===== src/rtl/alu_cmd_sequencer.sv =====
// Command FIFO and result register wrapped around a combinational 8-bit ALU.
// Adds divide-by-zero and illegal-opcode flags to each captured result.
module alu_cmd_sequencer #(
  parameter int DEPTH = 4,
  parameter int CW    = 3
) (
  input  logic          clk,
  input  logic          rst,
  input  logic          cmd_valid,
  output logic          cmd_ready,
  input  logic [3:0]    cmd_opcode,
  input  logic [7:0]    cmd_a,
  input  logic [7:0]    cmd_b,
  output logic [3:0]    alu_opcode,
  output logic [7:0]    alu_a,
  output logic [7:0]    alu_b,
  input  logic [7:0]    alu_y,
  input  logic          alu_zero,
  input  logic          alu_overflow,
  output logic          res_valid,
  input  logic          res_ready,
  output logic [7:0]    res_y,
  output logic [3:0]    res_opcode,
  output logic          res_zero,
  output logic          res_overflow,
  output logic          res_dbz,
  output logic          res_illegal,
  output logic [CW-1:0] cmd_level
);

  localparam int AW = (DEPTH > 1) ? $clog2(DEPTH) : 1;

  logic [3:0]    r_opMem [DEPTH];
  logic [7:0]    r_aMem  [DEPTH];
  logic [7:0]    r_bMem  [DEPTH];
  logic [AW-1:0] r_wrPtr;
  logic [AW-1:0] r_rdPtr;
  logic [CW-1:0] r_level;

  logic          r_resValid;
  logic [7:0]    r_resY;
  logic [3:0]    r_resOpcode;
  logic          r_resZero;
  logic          r_resOverflow;
  logic          r_resDbz;
  logic          r_resIllegal;

  logic w_empty;
  logic w_full;
  logic w_push;
  logic w_issue;
  logic w_dbz;
  logic w_illegal;

  assign w_empty = (r_level == '0);
  assign w_full  = (r_level == CW'(DEPTH));
  assign w_push  = cmd_valid && !w_full;
  assign w_issue = !w_empty && (!r_resValid || res_ready);

  // Head of the queue feeds the ALU directly; an empty queue presents all zeros.
  assign alu_opcode = w_empty ? 4'd0 : r_opMem[r_rdPtr];
  assign alu_a      = w_empty ? 8'd0 : r_aMem[r_rdPtr];
  assign alu_b      = w_empty ? 8'd0 : r_bMem[r_rdPtr];

  assign w_dbz     = (alu_opcode == 4'b0011) && (alu_b == 8'd0);
  assign w_illegal = (alu_opcode > 4'b1001);

  // Storage needs no reset: an empty queue masks whatever it holds.
  always_ff @(posedge clk) begin
    if (w_push && !rst) begin
      r_opMem[r_wrPtr] <= cmd_opcode;
      r_aMem[r_wrPtr]  <= cmd_a;
      r_bMem[r_wrPtr]  <= cmd_b;
    end
  end

  always_ff @(posedge clk) begin
    if (rst) begin
      r_wrPtr <= '0;
      r_rdPtr <= '0;
      r_level <= '0;
    end else begin
      if (w_push)  r_wrPtr <= r_wrPtr + AW'(1);
      if (w_issue) r_rdPtr <= r_rdPtr + AW'(1);
      if (w_push && !w_issue)      r_level <= r_level + CW'(1);
      else if (!w_push && w_issue) r_level <= r_level - CW'(1);
    end
  end

  always_ff @(posedge clk) begin
    if (rst) begin
      r_resValid    <= 1'b0;
      r_resY        <= 8'd0;
      r_resOpcode   <= 4'd0;
      r_resZero     <= 1'b0;
      r_resOverflow <= 1'b0;
      r_resDbz      <= 1'b0;
      r_resIllegal  <= 1'b0;
    end else if (w_issue) begin
      r_resValid    <= 1'b1;
      r_resY        <= w_dbz ? 8'hFF : alu_y;
      r_resZero     <= w_dbz ? 1'b0 : alu_zero;
      r_resOpcode   <= alu_opcode;
      r_resOverflow <= alu_overflow;
      r_resDbz      <= w_dbz;
      r_resIllegal  <= w_illegal;
    end else if (r_resValid && res_ready) begin
      r_resValid <= 1'b0;
    end
  end

  assign cmd_ready    = !w_full;
  assign cmd_level    = r_level;
  assign res_valid    = r_resValid;
  assign res_y        = r_resY;
  assign res_opcode   = r_resOpcode;
  assign res_zero     = r_resZero;
  assign res_overflow = r_resOverflow;
  assign res_dbz      = r_resDbz;
  assign res_illegal  = r_resIllegal;

endmodule


===== config.mk =====
export PLATFORM = sky130hd
export DESIGN_NAME = alu_cmd_sequencer
export DESIGN_NICKNAME = d
export VERILOG_FILES = /design/src/rtl/alu_cmd_sequencer.sv
export SDC_FILE = /design/constraint.sdc
export NUM_CORES = 1
export LEC_CHECK = 0
export CAP_MARGIN = 20
export CORE_MARGIN = 5
export CORE_UTILIZATION = 45
export CTS_CLUSTER_DIAMETER = 30
export DETAILED_ROUTE_END_ITERATION = 10
export GPL_TIMING_DRIVEN = 0
export PLACE_DENSITY = 0.72
export RECOVER_POWER = 25
export SETUP_SLACK_MARGIN = 0.2
export SLEW_MARGIN = 20
export SYNTH_ARGS = -nofsm -noshare
export SYNTH_HDL_FRONTEND = slang
export SYNTH_SLANG_ARGS = --single-unit

===== constraint.sdc =====
create_clock -name clk -period 3.5 [get_ports clk]
set_clock_uncertainty 0.15 [all_clocks]
set_input_delay 0.875 -clock clk [delete_from_list [all_inputs] [get_ports clk]]
set_output_delay 0.875 -clock clk [all_outputs]
set_load 0.03 [all_outputs]

# After elaboration in Yosys (flattened, before gate mapping)
# Memory sizes are Yosys's and may differ from the RTL's. A register that Yosys moved wholly into a read port is not among the register bits.
# Cells that the tools add are included.
# op_classes
add_sub_neg	4
n_lt_le_gt_ge	1
n_reduce_logical	18
mux	17
n_eq_ne	2
# ops
cell	count
8-bit two-way mux	3
2-bit two-way mux	6
8-bit logical NOT	1
1-bit logical AND	7
1-bit logical NOT	6
3-bit two-way mux	2
1-bit two-way mux	5
2-bit by 1-bit adder with 2-bit output, second input constant	2
4-bit by 2-bit == test with 1-bit output, second input constant	1
4-bit greater-than comparator, second input constant	1
4-bit two-way mux	1
2-bit nonzero test	2
3-bit by 1-bit adder with 3-bit output, second input constant	1
3-bit == test, second input constant	1
3-bit logical NOT	1
3-bit by 1-bit subtractor with 3-bit output, second input constant	1
1-bit logical OR	1
# totals
memories	3
elab_cells	55
ramBits	80
reg_bits	24
out_inout_bits	41
# memory_table
memory	words	width	read_ports	rd_clocked_by_memory_dff	wr	line	text
r_aMem	4	8	1	1	1	34	logic [7:0] r_aMem [DEPTH];
r_bMem	4	8	1	1	1	35	logic [7:0] r_bMem [DEPTH];
r_opMem	4	4	1	1	1	33	logic [3:0] r_opMem [DEPTH];

# Logic depth before layout (Yosys ltp)
# Gate-level depths: netlist (run 1).
# depth
word_depth	7
mapped_depth	11
mapped_depth_nobuf	9

# Worst setup path after synthesis (run 1)
# No wires, ideal clock.
# synth_timing
kind	input to register
startpoint	input res_ready
endpoint	register r_level[2] (netlist: cmd_level[2])
t_required_ns	3.280
path_slack_ns	0.438
path_buffers	2
stages	11
arrival_ns	2.842
cell_sequence	nand2b_1 -> nor2b_1 -> clkbuf_1 -> clkinv_1 -> buf_2 -> ha_1 -> inv_1 -> fa_1 -> xor2_1 -> or3_1 -> a21oi_1
# synth_via
elab_chain_cells	5
elab_cells_between_ends	7
cone_classes	mux: 1; reduce/logical: 6
# synth_lines
element	line	text
start, declared	21	input logic res_ready,
1-bit logical OR *	58	assign w_issue = !w_empty && (!r_resValid || res_ready);
1-bit logical AND *	58	
1-bit logical NOT	85	if (w_push && !w_issue) r_level <= r_level + CW'(1);
1-bit logical AND	85	
3-bit two-way mux / 2-bit nonzero test (equally long branches)	n/a	
end signal, assigned	85	
end signal, assigned	86	else if (!w_push && w_issue) r_level <= r_level - CW'(1);
end, declared	38	logic [CW-1:0] r_level;
# Mark *: on every way between the ends. The rest lies on a longest branch, timed or not.
# A chain may end at the register's enable or synchronous reset.

==> reports/metrics.csv, run 1 <==
metric,value,unit
finalWeightedCongestion,0.7327,
synth_cells,254,
antenna_found_initial,0,
clk_pin_slew,0.10,ns
clkSinkCount,106,
num_io_pins,75,
num_vias,2384,
yosysSeqAreaShare,69.61,%
cp.arrival,2.18,ns
critPathKind,reg2out,
critical_path_required,2.47,ns
synth_edf_count,80,
nFillCells,735,
top_layer,met4,
track_usage,14.68,%
rows,35,
dp_hpwl,5.436,mm
synthTopCellsByArea,"edfxtp_1, dfxtp_1, mux4_2",
m1WireLength,3.489,mm
setup_viol,0,
drive_above_1_share,14.29,%
postSynthAreaPerCell,16.53,um2
hold_class,reg2reg,
cts_tree,done,
cts-root-buf,clkbuf_8,
cts_buffer_depth,2,
drc,0,
synthArstFlopShare,0,%
dr.pass1.iters,4,
antennaDiodeCount,0,
grt_pass1_vias,2423,
max_slew_margin,27.13,%
ys.flop_type,edfxtp_1,
fmax,312.5,MHz
p_per_area,748.1,nW/um2
final.min_clock_period,3.200,ns
final_common_cell,edfxtp_1,
grt_pass1_wl,12.62,mm
wl_per_cell,17.64,um
clk_latency,0.36,ns
synth_top_area_share,57.21,%
routed_wl,8.010,mm
drv_cap,0,
dieArea,11360,um2
totalPowerFinal,0.003914,W
port_buffers,73,
grt_max_degree,21,
die_x,106.6,um
cts_buffers,9,
ys_warn_count,0,
htree_num_levels,3,
overflow,0,
fp.dieH,106.6,um
synth_cell_types,38,
areaGrowthSynthToFinish,24.58,%
core,9153,um2
p_leak,1.840,nW
yosys.area.top_type,edfxtp_1,
vias_per_cell,5.251,
status,completed,
final_net_count,378,
cp_max_fo,10,
vdd_drop_max,246.8,uV
critPathCaptureType,output port,
drt_iter0_drc,103,
dr_wl_met3,465,um
synth_area,4199,um2
hold_viol_final,0,
route.met2.wl,3.897,mm
start_util,45.88,%
tightest_slew,1.093,ns
slew_viol_final,0,
antenna_left,0,
final_cell_mix,"edfxtp_1, clkdlybuf4s50_1, dfxtp_1, nor2b_1",
place_area,5069,um2
fin_crit_sh,91.44,%
final_area,5231,um2
rsz0062_at_grt,yes,
syn-num-nets,294,
ys_seq_elements,106,
ctsHoldBuffers,0,
cp-start-kind,flip-flop,
-- metrics by stage --
stage	setup WS [ns]	hold slack [ns]	TNS, ns	std cells	util, %
2_1_floorplan	0.4379	0.3192	0	254	-
3_3_place_gp	-0.2139	0.2915	-0.5028	438	55.38
3_5_place_dp	-0.2437	0.3017	-0.5772	438	55.38
4_1_cts	0.1072	0.3156	0	454	57.05
5_1_grt	0.1303	0.3414	0	454	57.16
6_report	0.2997	0.3119	0	454	57.16
-- path summary, 6_finish.rpt --
path                 start            end  slack (ns)  cells after the start
min          res_opcode[3]  res_opcode[3]        0.31                      2
min reg2reg  res_opcode[3]  res_opcode[3]        0.31                      2
max              flip-flop  alu_opcode[0]        0.30                      4
max reg2reg   cmd_level[0]   cmd_level[2]        0.80                     11
-- area by class of cell --
type / count / area, um2 / area share (%)
buffer: 12 / 83.83 / 1.602
clock buffer: 10 / 127.6 / 2.440
clock inverter: 6 / 33.78 / 0.6458
inverter: 6 / 25.02 / 0.4784
multi-input combinational: 130 / 1197 / 22.89
sequential: 106 / 2923 / 55.87
tap: 111 / 138.9 / 2.655
timing repair buffer: 73 / 701.9 / 13.42
-- sequential cells by signal, indices dropped and copies added (netlist names), 2 cells and up, named ones only --
register,flops
r_aMem,32
r_bMem,32
r_opMem,16
res_y,8
res_opcode,4
cmd_level,3
r_rdPtr,2
r_wrPtr,2
-- power by group --
group / internal, W / switching [W] / leakage (nW)
combinational: 0.000679 / 0.00101 / 0.818
sequential: 0.00151 / 0.0000799 / 0.941
clock: 0.000253 / 0.000382 / 0.0811
total: 0.00244 / 0.00148 / 1.84
-- worst max-delay path: stages, from the launching register on --
cell and delay [ns]:
dfxtp_1 0.37, buf_6 0.20, mux4_1 0.64, and2b_1 0.23, dlygate4sd2_1 0.37
-- routing by layer --
| metal | up-vias | GRT usage [%] |
|---|---|---|
| li1 | 1131 | - |
| met1 | 1175 | 19.34 |
| met2 | 68 | 23.20 |
| met3 | 10 | 3.432 |
| met4 | 0 | 6.758 |
| met5 | - | 0 |
-- timing repair --
item | CTS | global route
setup endpoints to repair | 22 | 5
endpoints found under the hold margin | 0 | 0
setup buffers | 0 | 0
resized for setup | 26 | 10
-- synthesized netlist by cell type, types with 2 or more instances --
cell type	count
mux4_2	15
and2_1	4
a21oi_1	17
xor2_1	3
mux4_1	5
dfxtp_1	26
edfxtp_1	80
ha_1	5
nor2_1	16
xnor2_1	2
nand3_1	3
nor2b_1	20
o21ai_0	9
clkbuf_1	6
buf_2	2
nand2b_1	2
buf_1	2
nand2_1	13
inv_1	5
-- kinds of logic (layout without fill, tap and decap cells) --
| kind of cell | after synthesis | after routing | share of synthesized area (%) |
|---|---|---|---|
| flops | 106 | 106 | 69.61 |
| simple gates | 69 | 69 | 9.833 |
| compound gates | 29 | 29 | 3.904 |
| mux | 21 | 21 | 11.41 |
| buf+inv | 18 | 107 | 2.235 |
| fa+ha+maj | 6 | 6 | 1.967 |
| xor+xnor | 5 | 5 | 1.043 |
No activity file was read; power rests on OpenSTA's default activity.
==> inputs of run 2 (changes only) <==
CORE_MARGIN = 1   (was 5)
==> reports/metrics.csv, run 2 (same netlist as run 1, synthesis figures left out) <==
metric,value,unit,change
port_buffers,73,,unchanged
rows,34,,-2.9%
vdd_drop_max,281.4,uV,+14%
hold_class,reg2reg,,
dieArea,9721,um2,-14%
timing.hold.ws,0.3107,ns,-0.001264 ns
cp_max_fo,10,,unchanged
antenna_left,0,,unchanged
cts_buffer_depth,2,,unchanged
start_util,47.23,%,+1.3 points
overflow,0,,unchanged
clk_latency,0.36,ns,about the same
critPathCaptureType,output port,,
vias_per_cell,5.204,,-0.91%
drt_iter0_drc,99,,-3.9%
rsz0062_at_grt,no,,
htree_num_levels,3,,unchanged
num_vias,2352,,-1.3%
routed_wl,7.699,mm,-3.9%
core,8891,um2,-2.9%
drc,0,,unchanged
clockPowerShare,16.8,%,+0.6 points
ctsHoldBuffers,0,,unchanged
slew_viol_final,0,,unchanged
grt_max_degree,21,,unchanged
finish.utilization,59.09,%,+1.9 points
p_switching,0.001488,W,+0.76%
cp.arrival,2.17,ns,about the same
grt_pass1_wl,12.23,mm,-3.1%
nFillCells,712,,-3.1%
cts_buffers,9,,unchanged
num_io_pins,75,,unchanged
intPower,0.002451,W,+0.55%
track_usage,16.89,%,+2.2 points
critical_path_required,2.47,ns,about the same
antennaDiodeCount,0,,unchanged
largest_registers,"r_aMem x32, r_bMem x32, r_opMem x16",,
dr.pass1.iters,6,,+2
final.min_clock_period,3.198,ns,-0.001995 ns
pwr-share-comb,43.0,%,-0.3 points
clkSinkCount,106,,unchanged
grt_pass1_vias,2387,,-1.5%
setup_viol,0,,unchanged
final_cell_mix,"edfxtp_1, clkdlybuf4s50_1, dfxtp_1, nor2b_1, dlygate4sd2_1",,
hold_viol_final,0,,unchanged
p_leak,1.845,nW,+0.27%
swShare,37.77,%,+0.049 points
fin_crit_sh,91.38,%,about the same
areaGrowthSynthToFinish,25.12,%,
max_slew_margin,27.65,%,+0.52 points
clk_pin_slew,0.10,ns,about the same
seq_area,2923,um2,unchanged
die_x,98.60,um,-7.5%
multi_input_area,1194,um2,-0.31%
drv_cap,0,,unchanged
final_common_cell,edfxtp_1,,
drive_above_1_share,13.37,%,-0.91 points
power_frac_seq,40.2,%,-0.3 points
critPathKind,reg2out,,
cts_tree,done,,
fmax,312.7,MHz,about the same
final_net_count,379,,+0.26%
status,completed,,
wl_per_cell,17.03,um,-3.5%
p_per_area,749.6,nW/um2,+0.19%
antenna_found_initial,0,,unchanged
dp_hpwl,5.197,mm,-4.4%
cp-start-kind,flip-flop,,
fp.dieH,98.60,um,-7.5%
tightest_slew,1.085,ns,-0.007774 ns
cts-root-buf,clkbuf_8,,
finalWeightedCongestion,0.7201,,-1.7%
[run 2: metrics by stage]
step | instances | power (W) | worst slack, ns | cell area, um2 | TNS, ns
floorplan | 254 | 0.002736 | 0.4379 | 4199 | 0
global placement | 435 | 0.003358 | -0.2118 | 5065 | -0.7861
detailed placement | 435 | 0.003378 | -0.2473 | 5065 | -0.6064
CTS | 451 | 0.003961 | 0.07369 | 5231 | 0
global route | 452 | 0.004146 | 0.2012 | 5254 | 0
finish | 452 | 0.003938 | 0.3017 | 5254 | 0
[run 2: per-layer routing]
layer | up-vias | global-route usage [%] | wire, um
met5 | - | 0 | 0
met4 | 0 | 5.166 | 70
met3 | 5 | 3.404 | 293
met2 | 63 | 29.09 | 3988
met1 | 1164 | 21.71 | 3347
li1 | 1120 | - | -
[run 2: final timing paths]
kind                              startpoint      endpoint  slack, ns  cells past startpoint
worst max-delay path               flip-flop      alu_b[1]       0.30                      5
worst min-delay path             res_illegal   res_illegal       0.31                      2
worst max register to register  cmd_level[0]  cmd_level[2]       0.81                     11
worst min register to register   res_illegal   res_illegal       0.31                      2
[run 2: power groups by stage]
stage               Sequential (W)  Clock [W]  Combinational (W)
floorplan                  0.00176          0           0.000980
global placement           0.00160          0            0.00176
detailed placement         0.00161          0            0.00177
CTS                        0.00158   0.000670            0.00171
global route               0.00160   0.000727            0.00182
finish                     0.00158   0.000661            0.00169
[run 2: cell type report]
| type | instances | share of cell area, % |
|---|---|---|
| Clock buffer | 10 | 2.429 |
| Buffer | 12 | 1.596 |
| Multi-Input combinational cell | 130 | 22.72 |
| Clock inverter | 6 | 0.7859 |
| Sequential cell | 106 | 55.63 |
| Inverter | 6 | 0.4763 |
| Timing Repair Buffer | 74 | 13.79 |
| Tap cell | 108 | 2.572 |
[run 2: critical path: stages, from the launching register on]
cell and delay, ns:
dfxtp_1 0.37, buf_6 0.20, buf_12 0.17, mux4_2 0.56, nor2b_1 0.15, dlygate4sd2_1 0.36
[run 2: what timing repair did]
item                                    4_1_cts  5_1_grt
resized for setup                            27        6
endpoints found under the setup margin       22        3
buffers inserted                              0        0
